$ cat src/rtl/div_32.sv
// Multi-cycle restoring divider for the ALU: one quotient bit per clock, signed or unsigned.
// Quotient drives the LO path, remainder the HI path; launched by start, finished by done.
module div_32 #(
  parameter int WIDTH = 32
) (
  input  logic             clk,
  input  logic             clr_n,
  input  logic             start,
  input  logic             signed_op,
  input  logic [WIDTH-1:0] a_reg,
  input  logic [WIDTH-1:0] b_reg,
  output logic [WIDTH-1:0] lo_q,
  output logic [WIDTH-1:0] hi_r,
  output logic             busy,
  output logic             done,
  output logic             div_by_zero
);

  localparam int CW = $clog2(WIDTH + 1);
  localparam logic [WIDTH-1:0] ONE_W  = {{(WIDTH-1){1'b0}}, 1'b1};
  localparam logic [WIDTH-1:0] ONES_W = {WIDTH{1'b1}};
  localparam logic [WIDTH-1:0] ZERO_W = {WIDTH{1'b0}};
  localparam logic [CW-1:0]    CNT_LOAD = CW'(WIDTH);
  localparam logic [CW-1:0]    CNT_ONE  = CW'(1);
  localparam logic [CW-1:0]    CNT_ZERO = CW'(0);

  typedef enum logic [1:0] {
    IDLE  = 2'd0,
    ITER  = 2'd1,
    FIXUP = 2'd2,
    DONE  = 2'd3
  } state_t;

  // Two's-complement negation, applied only when the sign flag asks for it.
  function automatic logic [WIDTH-1:0] cond_neg(input logic [WIDTH-1:0] v, input logic en);
    logic [WIDTH-1:0] r;
    if (en) begin
      r = ~v + ONE_W;
    end else begin
      r = v;
    end
    return r;
  endfunction

  state_t           state_r;
  logic [CW-1:0]    count_r;
  logic [WIDTH-1:0] a_lat_r;
  logic [WIDTH-1:0] dmag_r;
  logic [WIDTH-1:0] rem_r;
  logic [WIDTH-1:0] quo_r;
  logic             qneg_r;
  logic             rneg_r;
  logic             dz_pend_r;
  logic [WIDTH-1:0] lo_q_r;
  logic [WIDTH-1:0] hi_r_r;
  logic             busy_r;
  logic             done_r;
  logic             dz_flag_r;

  logic [WIDTH-1:0] a_mag_s;
  logic [WIDTH-1:0] b_mag_s;
  logic [WIDTH:0]   rem_shift_s;
  logic [WIDTH:0]   trial_s;
  logic             trial_neg_s;

  // Operand magnitudes at launch and the trial subtraction for the current step.
  always_comb begin
    a_mag_s     = ZERO_W;
    b_mag_s     = ZERO_W;
    rem_shift_s = {(WIDTH+1){1'b0}};
    trial_s     = {(WIDTH+1){1'b0}};
    trial_neg_s = 1'b0;
    a_mag_s     = cond_neg(a_reg, signed_op & a_reg[WIDTH-1]);
    b_mag_s     = cond_neg(b_reg, signed_op & b_reg[WIDTH-1]);
    rem_shift_s = {rem_r, quo_r[WIDTH-1]};
    // The shifted remainder is below twice the divisor, so WIDTH+1 bits hold the sign.
    trial_s     = rem_shift_s - {1'b0, dmag_r};
    trial_neg_s = trial_s[WIDTH];
  end

  // Divider sequencer: launch, WIDTH shift-subtract steps, sign fix-up, done pulse.
  always_ff @(posedge clk or negedge clr_n) begin
    if (!clr_n) begin
      state_r   <= IDLE;
      count_r   <= CNT_ZERO;
      a_lat_r   <= ZERO_W;
      dmag_r    <= ZERO_W;
      rem_r     <= ZERO_W;
      quo_r     <= ZERO_W;
      qneg_r    <= 1'b0;
      rneg_r    <= 1'b0;
      dz_pend_r <= 1'b0;
      lo_q_r    <= ZERO_W;
      hi_r_r    <= ZERO_W;
      busy_r    <= 1'b0;
      done_r    <= 1'b0;
      dz_flag_r <= 1'b0;
    end else begin
      case (state_r)
        IDLE: begin
          done_r <= 1'b0;
          if (start) begin
            a_lat_r   <= a_reg;
            dmag_r    <= b_mag_s;
            rem_r     <= ZERO_W;
            quo_r     <= a_mag_s;
            qneg_r    <= signed_op & (a_reg[WIDTH-1] ^ b_reg[WIDTH-1]);
            rneg_r    <= signed_op & a_reg[WIDTH-1];
            dz_pend_r <= (b_reg == ZERO_W);
            count_r   <= CNT_LOAD;
            busy_r    <= 1'b1;
            state_r   <= (b_reg == ZERO_W) ? FIXUP : ITER;
          end else begin
            state_r <= IDLE;
          end
        end
        ITER: begin
          rem_r   <= trial_neg_s ? rem_shift_s[WIDTH-1:0] : trial_s[WIDTH-1:0];
          quo_r   <= {quo_r[WIDTH-2:0], ~trial_neg_s};
          count_r <= count_r - CNT_ONE;
          if (count_r == CNT_ONE) begin
            state_r <= FIXUP;
          end else begin
            state_r <= ITER;
          end
        end
        FIXUP: begin
          if (dz_pend_r) begin
            lo_q_r    <= ONES_W;
            hi_r_r    <= a_lat_r;
            dz_flag_r <= 1'b1;
          end else begin
            lo_q_r    <= cond_neg(quo_r, qneg_r);
            hi_r_r    <= cond_neg(rem_r, rneg_r);
            dz_flag_r <= 1'b0;
          end
          done_r  <= 1'b1;
          busy_r  <= 1'b0;
          state_r <= DONE;
        end
        DONE: begin
          done_r  <= 1'b0;
          state_r <= IDLE;
        end
        default: begin
          busy_r  <= 1'b0;
          done_r  <= 1'b0;
          state_r <= IDLE;
        end
      endcase
    end
  end

  assign lo_q        = lo_q_r;
  assign hi_r        = hi_r_r;
  assign busy        = busy_r;
  assign done        = done_r;
  assign div_by_zero = dz_flag_r;

endmodule

$ cat config.mk
export PLATFORM = sky130hd
export DESIGN_NAME = div_32
export DESIGN_NICKNAME = d
export VERILOG_FILES = /design/src/rtl/div_32.sv
export SDC_FILE = /design/constraint.sdc
export NUM_CORES = 1
export LEC_CHECK = 0
export CORE_ASPECT_RATIO = 1.4
export CORE_UTILIZATION = 43
export CTS_BUF_LIST = sky130_fd_sc_hd__clkbuf_2 sky130_fd_sc_hd__clkbuf_4 sky130_fd_sc_hd__clkbuf_8
export DETAILED_ROUTE_END_ITERATION = 8
export PLACE_DENSITY = 0.73
export SYNTH_ARGS = -nofsm -noshare
export SYNTH_HDL_FRONTEND = slang
export SYNTH_SLANG_ARGS = --single-unit
$ cat constraint.sdc
create_clock -name clk -period 3.7 [get_ports clk]
set_clock_uncertainty 0.15 [all_clocks]
set_input_delay 0.37 -clock clk [delete_from_list [all_inputs] [get_ports clk]]
set_output_delay 0.37 -clock clk [all_outputs]
set_load 0.005 [all_outputs]
; After elaboration in Yosys (flattened, before gate mapping)
; Cells that the tools add are included.
[totals]
out_inout_bits = 67
ff_bits = 206
latchBits = 0
romBits = 0
mem_bits_rw = 0
in_bits = 68
word_cells = 64
n_memories = 0
[op_classes]
shift = 0
n_mul = 0
addsub = 6
n_bitwise = 9
reduce_logical = 9
div_mod_pow = 0
magnitude_cmp = 0
muxes = 21
eq_ne = 5
[op_table]
columns = op, n
row1 = 32-bit 2-to-1 mux, 9
row2 = 32-bit by 1-bit adder with 32-bit output (second input constant), 4
row3 = 32-bit NOT, 4
row4 = 32-bit one-hot mux with 2 select lines, 2
row5 = 33-bit by 32-bit subtractor with 33-bit output, 1
row6 = 32-bit zero test, 1
row7 = 6-bit one-hot mux with 2 select lines, 1
row8 = 2-bit one-hot mux with 4 select lines, 1
row9 = 6-bit by 1-bit equality test with 1-bit output (second input constant), 1
row10 = 2-bit 2-to-1 mux, 3
row11 = 6-bit 2-to-1 mux, 1
row12 = 2-bit AND reduction, 3
row13 = 2-bit nonzero test, 3
row14 = 6-bit by 1-bit subtractor with 6-bit output (second input constant), 1
row15 = 2-bit equality test (second input constant), 2
row16 = 1-bit one-hot mux with 2 select lines, 2
row17 = 1-bit bitwise AND, 3
row18 = 2-bit by 1-bit equality test with 1-bit output (second input constant), 1
row19 = 2-bit zero test, 1
row20 = 1-bit 2-to-1 mux, 2
row21 = 2-bit inequality test (second input constant), 1
row22 = 2-bit OR reduction, 1
row23 = 1-bit NOT, 1
row24 = 1-bit XOR, 1

; Depth between registers and ports, before layout
[depth]
ltp_word = 5
mapped_depth = 14
ltp_nobuf = 12

; Least setup slack after synthesis
; OpenSTA, ideal clock, no wires.
[synth_path]
path_kind = flip-flop to flip-flop
start = reg quo_r[31]
end = reg rem_r[27]
setup_time_ns = 0.143
setup_slack_ns = 0.021
arrival_ns = 3.387
stages_incl_launch_ff = 15
cell_sequence = dfrtp_1 > inv_1 > ha_1 > fa_1 > nand2b_1 > a21o_1 > a211oi_1 > o2111ai_1 > and3b_1 > or2_2 > a311o_1 > clkbuf_1 > buf_1 > a32oi_1 > o21ai_0
[synth_via]
elab_chain_cells = 3
[synth_lines]
columns = item, line_no
row1 = from (decl), 50  ; logic [WIDTH-1:0] quo_r;
row2 = from (signal assigned), 106  ; quo_r <= a_mag_s;
row3 = from (signal assigned), 119  ; quo_r <= {quo_r[WIDTH-2:0], ~trial_neg_s};
row4 = 33-bit by 32-bit subtractor with 33-bit output, 77  ; trial_s = rem_shift_s - {1'b0, dmag_r};
row5 = 32-bit 2-to-1 mux, 118  ; rem_r <= trial_neg_s ? rem_shift_s[WIDTH-1:0] : trial_s[WIDTH-1:0];
row6 = 32-bit one-hot mux with 2 select lines, 99  ; case (state_r)
row7 = to (signal assigned), 118
row8 = to (decl), 49  ; logic [WIDTH-1:0] rem_r;
; No other way between the ends.
; A chain may end at the register's enable or synchronous reset.

; Worst setup path after layout
[layout_path]
start = reg rem_r[5]
end = reg hi_r_r[30], in the netlist hi_r[30]
[layout_via]
elab_chain_cells = 4
[layout_lines]
columns = item, line_no
row1 = 32-bit NOT, 38  ; r = ~v + ONE_W;
row2 = 32-bit by 1-bit adder with 32-bit output, 38
row3 = 32-bit 2-to-1 mux, 37  ; if (en) begin
row4 = 32-bit 2-to-1 mux, 128  ; if (dz_pend_r) begin
row5 = to (signal assigned), 130  ; hi_r_r <= a_lat_r;
row6 = to (signal assigned), 134  ; hi_r_r <= cond_neg(rem_r, rneg_r);
row7 = to (decl), 55  ; logic [WIDTH-1:0] hi_r_r;
; No other way between the ends.

==> out/metrics.cfg <==
[clocking]
numCtsBuffers = 34
cts.root.buffer_cell = sky130_fd_sc_hd__clkbuf_8
cts_tree = yes
htree_num_levels = 2
clk_path_buf_depth = 3
post_cts_clock_slew_at_the_launch_and_capture_registers_of_the_worst_setup_and_hold_paths_ps = 60
clkSinkCount = 206
clock_insertion_delay_worst_skew_ps = 540
number_of_buffers_inserted_to_repair_setup_after_cts = 0

[synthesis]
synth-edff-count = 0
asyncSetResetFlopFracSynth_pct = 100
share_of_synthesized_cell_area_in_full_adder_half_adder_and_majority_cells_pct = 4.33
post_synth_top_flop = sky130_fd_sc_hd__dfrtp_1
synth.area.mux_share_pct = 7.78
yosysTopAreaCellShare_pct = 40.9
synth_top_cell_by_area = sky130_fd_sc_hd__dfrtp_1
yosys.cell_types.count = 65
yosys_warnings = 0
yosys_register_bits = 206
mappedNetlistNets = 1482
synth.cells.most_frequent = 206 x sky130_fd_sc_hd__dfrtp_1, 176 x sky130_fd_sc_hd__nand2_1, 168 x sky130_fd_sc_hd__o21ai_0
area_contributors_post_synth = sky130_fd_sc_hd__dfrtp_1 41%, sky130_fd_sc_hd__o21ai_0 6.7%, sky130_fd_sc_hd__xor2_1 5.4%
post_synth_xor_area_fraction_pct = 10.4
syn-instance-count = 1371
synth_top_family_by_area = compound AO/OA/AOI/OAI gates
syn_area_mm2 = 0.0126
synth-simple-area-share_pct = 13.1
area_fraction_in_compound_gates_after_synthesis_pct = 19.3
synth_seq_area_share_pct = 40.9
yosysMostFrequentCell = sky130_fd_sc_hd__dfrtp_1
synthesis.area_per_instance_um2 = 9.19

[placement]
port-buffer-count = 134
post-place-cells = 1848
gp_congestion = 0.898
hpwlAfterDp_mm = 23.5

[power]
power.share.switching_pct = 40.8
pwr_density_cell_mw_per_mm2 = 825
ir_drop_mv = 0.269
leakage_nw = 6.56
power_frac_clock_pct = 15.7
share_comb_of_total_power_pct = 52.5
cellInternalPower_mw = 7.41
switchingPower_mw = 5.10
seq_power_share_pct = 31.9

[worst_setup_path]
reg2reg_depth = 9
reg2reg_to = hi_r[30]$_DFFE_PN0P_
worst-r2r-setup-slack_ps = 110
timing.critical_path.from_type = flip-flop
timing.critical_path.to_type = flip-flop
cp_data_arrival_time_ps = 3860
timing.critical_path.fanout_max = 4
cp_data_required_time_ps = 3960
reg2reg_from = rem_r[5]$_DFFE_PN0P_
timing_worst_setup_path_type = flip-flop to flip-flop

[timing]
max_slew_margin_pct = 32.1
timing_worst_slew_pin_value_ps = 1020
grt_setup_unrepaired = no
final.min_clock_period_ps = 3590
max_freq_mhz = 278
setup_viol = 0
report.final.slew_viol_count = 0
report.final.hold_viol_count = 0
timing.final.crit_share_pct = 97.1
fin_setup_tns_ps = 0

[route]
post-route-drc-count = 0
avgViaCountPerCell = 5.47
wl_mm = 31.0
wl_per_cell_um = 16.3
dr_total_vias = 10410
first_pass_iters = 5
number_of_routed_nets_with_antenna_violations = 0
drt-initial-drc-count = 521

[hold_path]
hold_path_class = input pin to asynchronous set/reset pin

[floorplan]
chipWidth_um = 147
die_y_um = 205
rows = 73
start_util_pct = 44.1
pin_count = 135
placeableCoreArea_mm2 = 0.0286
die_area_mm2 = 0.0300

[global_routing]
grt_pass1_wl_mm = 50.6
number_of_global_route_vias_before_repair = 10111
grt_use_met1_pct = 25.1
grt_remaining_overflow = 0
grt_antenna_before_repair = 0
grtUsageTotal_pct = 20.9
met3_usage_in_global_routing_pct = 2.74
grt_use_met2_pct = 37.1
grt_max_degree = 98
globalRoute.busiestLayer = met2

[cells_and_area]
final_cell_count_no_fill = 1904
fillCellCount = 2621
share_of_post_route_cells_with_drive_strength_above_1_pct = 11.6
fin_util_pct = 53.1
nNetsFinal = 1621
relative_area_change_from_synthesis_to_final_layout_pct = 20.4

[job]
drv.max_cap_violation_count = 0

[status]
run_status = finished, final reports clean

[worst max-delay path by stage]
stage | slack, ps | cells past startpoint | to | from
CTS | 20 | 11 | rem_r[30]$_DFFE_PN0P_ | dmag_r[0]$_DFFE_PN0P_
global route | 0.3 | 12 | rem_r[30]$_DFFE_PN0P_ | quo_r[31]$_DFFE_PN0P_
finish | 110 | 9 | hi_r[30]$_DFFE_PN0P_ | rem_r[5]$_DFFE_PN0P_
global placement | 100 | 9 | hi_r[30]$_DFFE_PN0P_ | rem_r[5]$_DFFE_PN0P_
floorplan | 20 | 14 | rem_r[27]$_DFFE_PN0P_ | quo_r[31]$_DFFE_PN0P_
detailed placement | 60 | 9 | hi_r[28]$_DFFE_PN0P_ | rem_r[5]$_DFFE_PN0P_
[cells by family (layout without fill, tap and decap cells)]
| kind of cell | count (synthesis) | after routing |
|---|---|---|
| buf+inv | 135 | 292 |
| simple gates | 353 | 353 |
| mux | 91 | 91 |
| compound gates | 393 | 393 |
| fa+ha+maj | 43 | 43 |
| xor+xnor | 150 | 150 |
| other cells | 0 | 1 |
| flops | 206 | 206 |
[per-stage QoR]
| stage | hold slack, ps | cell area (um^2) | power (mW) | worst slack [ps] |
|---|---|---|---|---|
| after global routing | 350 | 15200 | 13.5 | 0.265 |
| after detailed placement | 320 | 14500 | 10.6 | 64.9 |
| after CTS | 332 | 15200 | 12.6 | 19.4 |
| after global placement | 312 | 14500 | 10.4 | 99.0 |
| final | 325 | 15200 | 12.5 | 109 |
| after floorplan | -75.6 | 12600 | 8.43 | 20.7 |
[power by group through the flow]
| stage | sequential (mW) | combinational [mW] | clock (mW) |
|---|---|---|---|
| after floorplan | 3.76 | 4.67 | 0 |
| after global placement | 3.97 | 6.44 | 0 |
| after detailed placement | 4.01 | 6.55 | 0 |
| after CTS | 3.98 | 6.59 | 2.02 |
| after global routing | 4.12 | 7.29 | 2.12 |
| final | 3.99 | 6.57 | 1.96 |
[area by class of cell]
type / instances / area [um^2] / area share (%)
tap: 375 / 469 / 3.09
sequential: 206 / 5160 / 34.0
antenna: 1 / 2.50 / 0.0165
timing repair buffer: 181 / 1730 / 11.4
multi-input combinational: 1030 / 6960 / 45.8
clock buffer: 50 / 626 / 4.12
inverter: 57 / 214 / 1.41
clock inverter: 4 / 27.5 / 0.181
[worst max-delay path, cell delays in order (launching register included)]
cell and delay, ps:
sky130_fd_sc_hd__dfrtp_1 370, sky130_fd_sc_hd__or4_4 550, sky130_fd_sc_hd__or4b_4 570, sky130_fd_sc_hd__or3_4 400
sky130_fd_sc_hd__or3_4 380, sky130_fd_sc_hd__or4_4 450, sky130_fd_sc_hd__o21ai_2 140, sky130_fd_sc_hd__xor2_1 150
sky130_fd_sc_hd__o21ai_1 60, sky130_fd_sc_hd__mux2_2 260
[cells in the final DEF, fill, tap and decap left out, drive strengths merged, types with 3 or more instances in the layout]
cell,instances
a211oi,4
a21o,11
a21oi,64
a221oi,3
a22oi,26
a31oi,9
and2,4
and3,5
and4,3
buf,46
clkbuf,51
clkdlybuf4s50,133
dfrtp,206
ha,42
inv,59
mux2,56
mux2i,35
nand2,176
nand2b,12
nand3,10
nand3b,3
nand4,9
nor2,61
nor2b,4
nor3,15
nor4,13
o21a,6
o21ai,172
o22a,31
o22ai,10
o31ai,21
o41ai,14
or2,5
or3,12
or4,15
xnor2,73
xor2,77
[flip-flops by register name (all words and copies together) (netlist names), 2 cells and up]
name	count
hi_r	32
rem_r	32
dmag_r	32
count_r	6
lo_q	32
state_r	2
a_lat_r	32
quo_r	32
[layer usage]
metal | wire length (um) | up-vias
met5 | 0 | -
met4 | 1120 | 0
met3 | 1190 | 78
met2 | 15500 | 220
met1 | 13200 | 4943
li1 | - | 5169
[timing repair]
action / 4_1_cts / 5_1_grt
resized for setup: 0 / 3
endpoints found under the hold margin: 94 / 0
hold buffers: 1 / 0
setup endpoints to repair: 0 / 31
(Power assumes the default switching activity.)
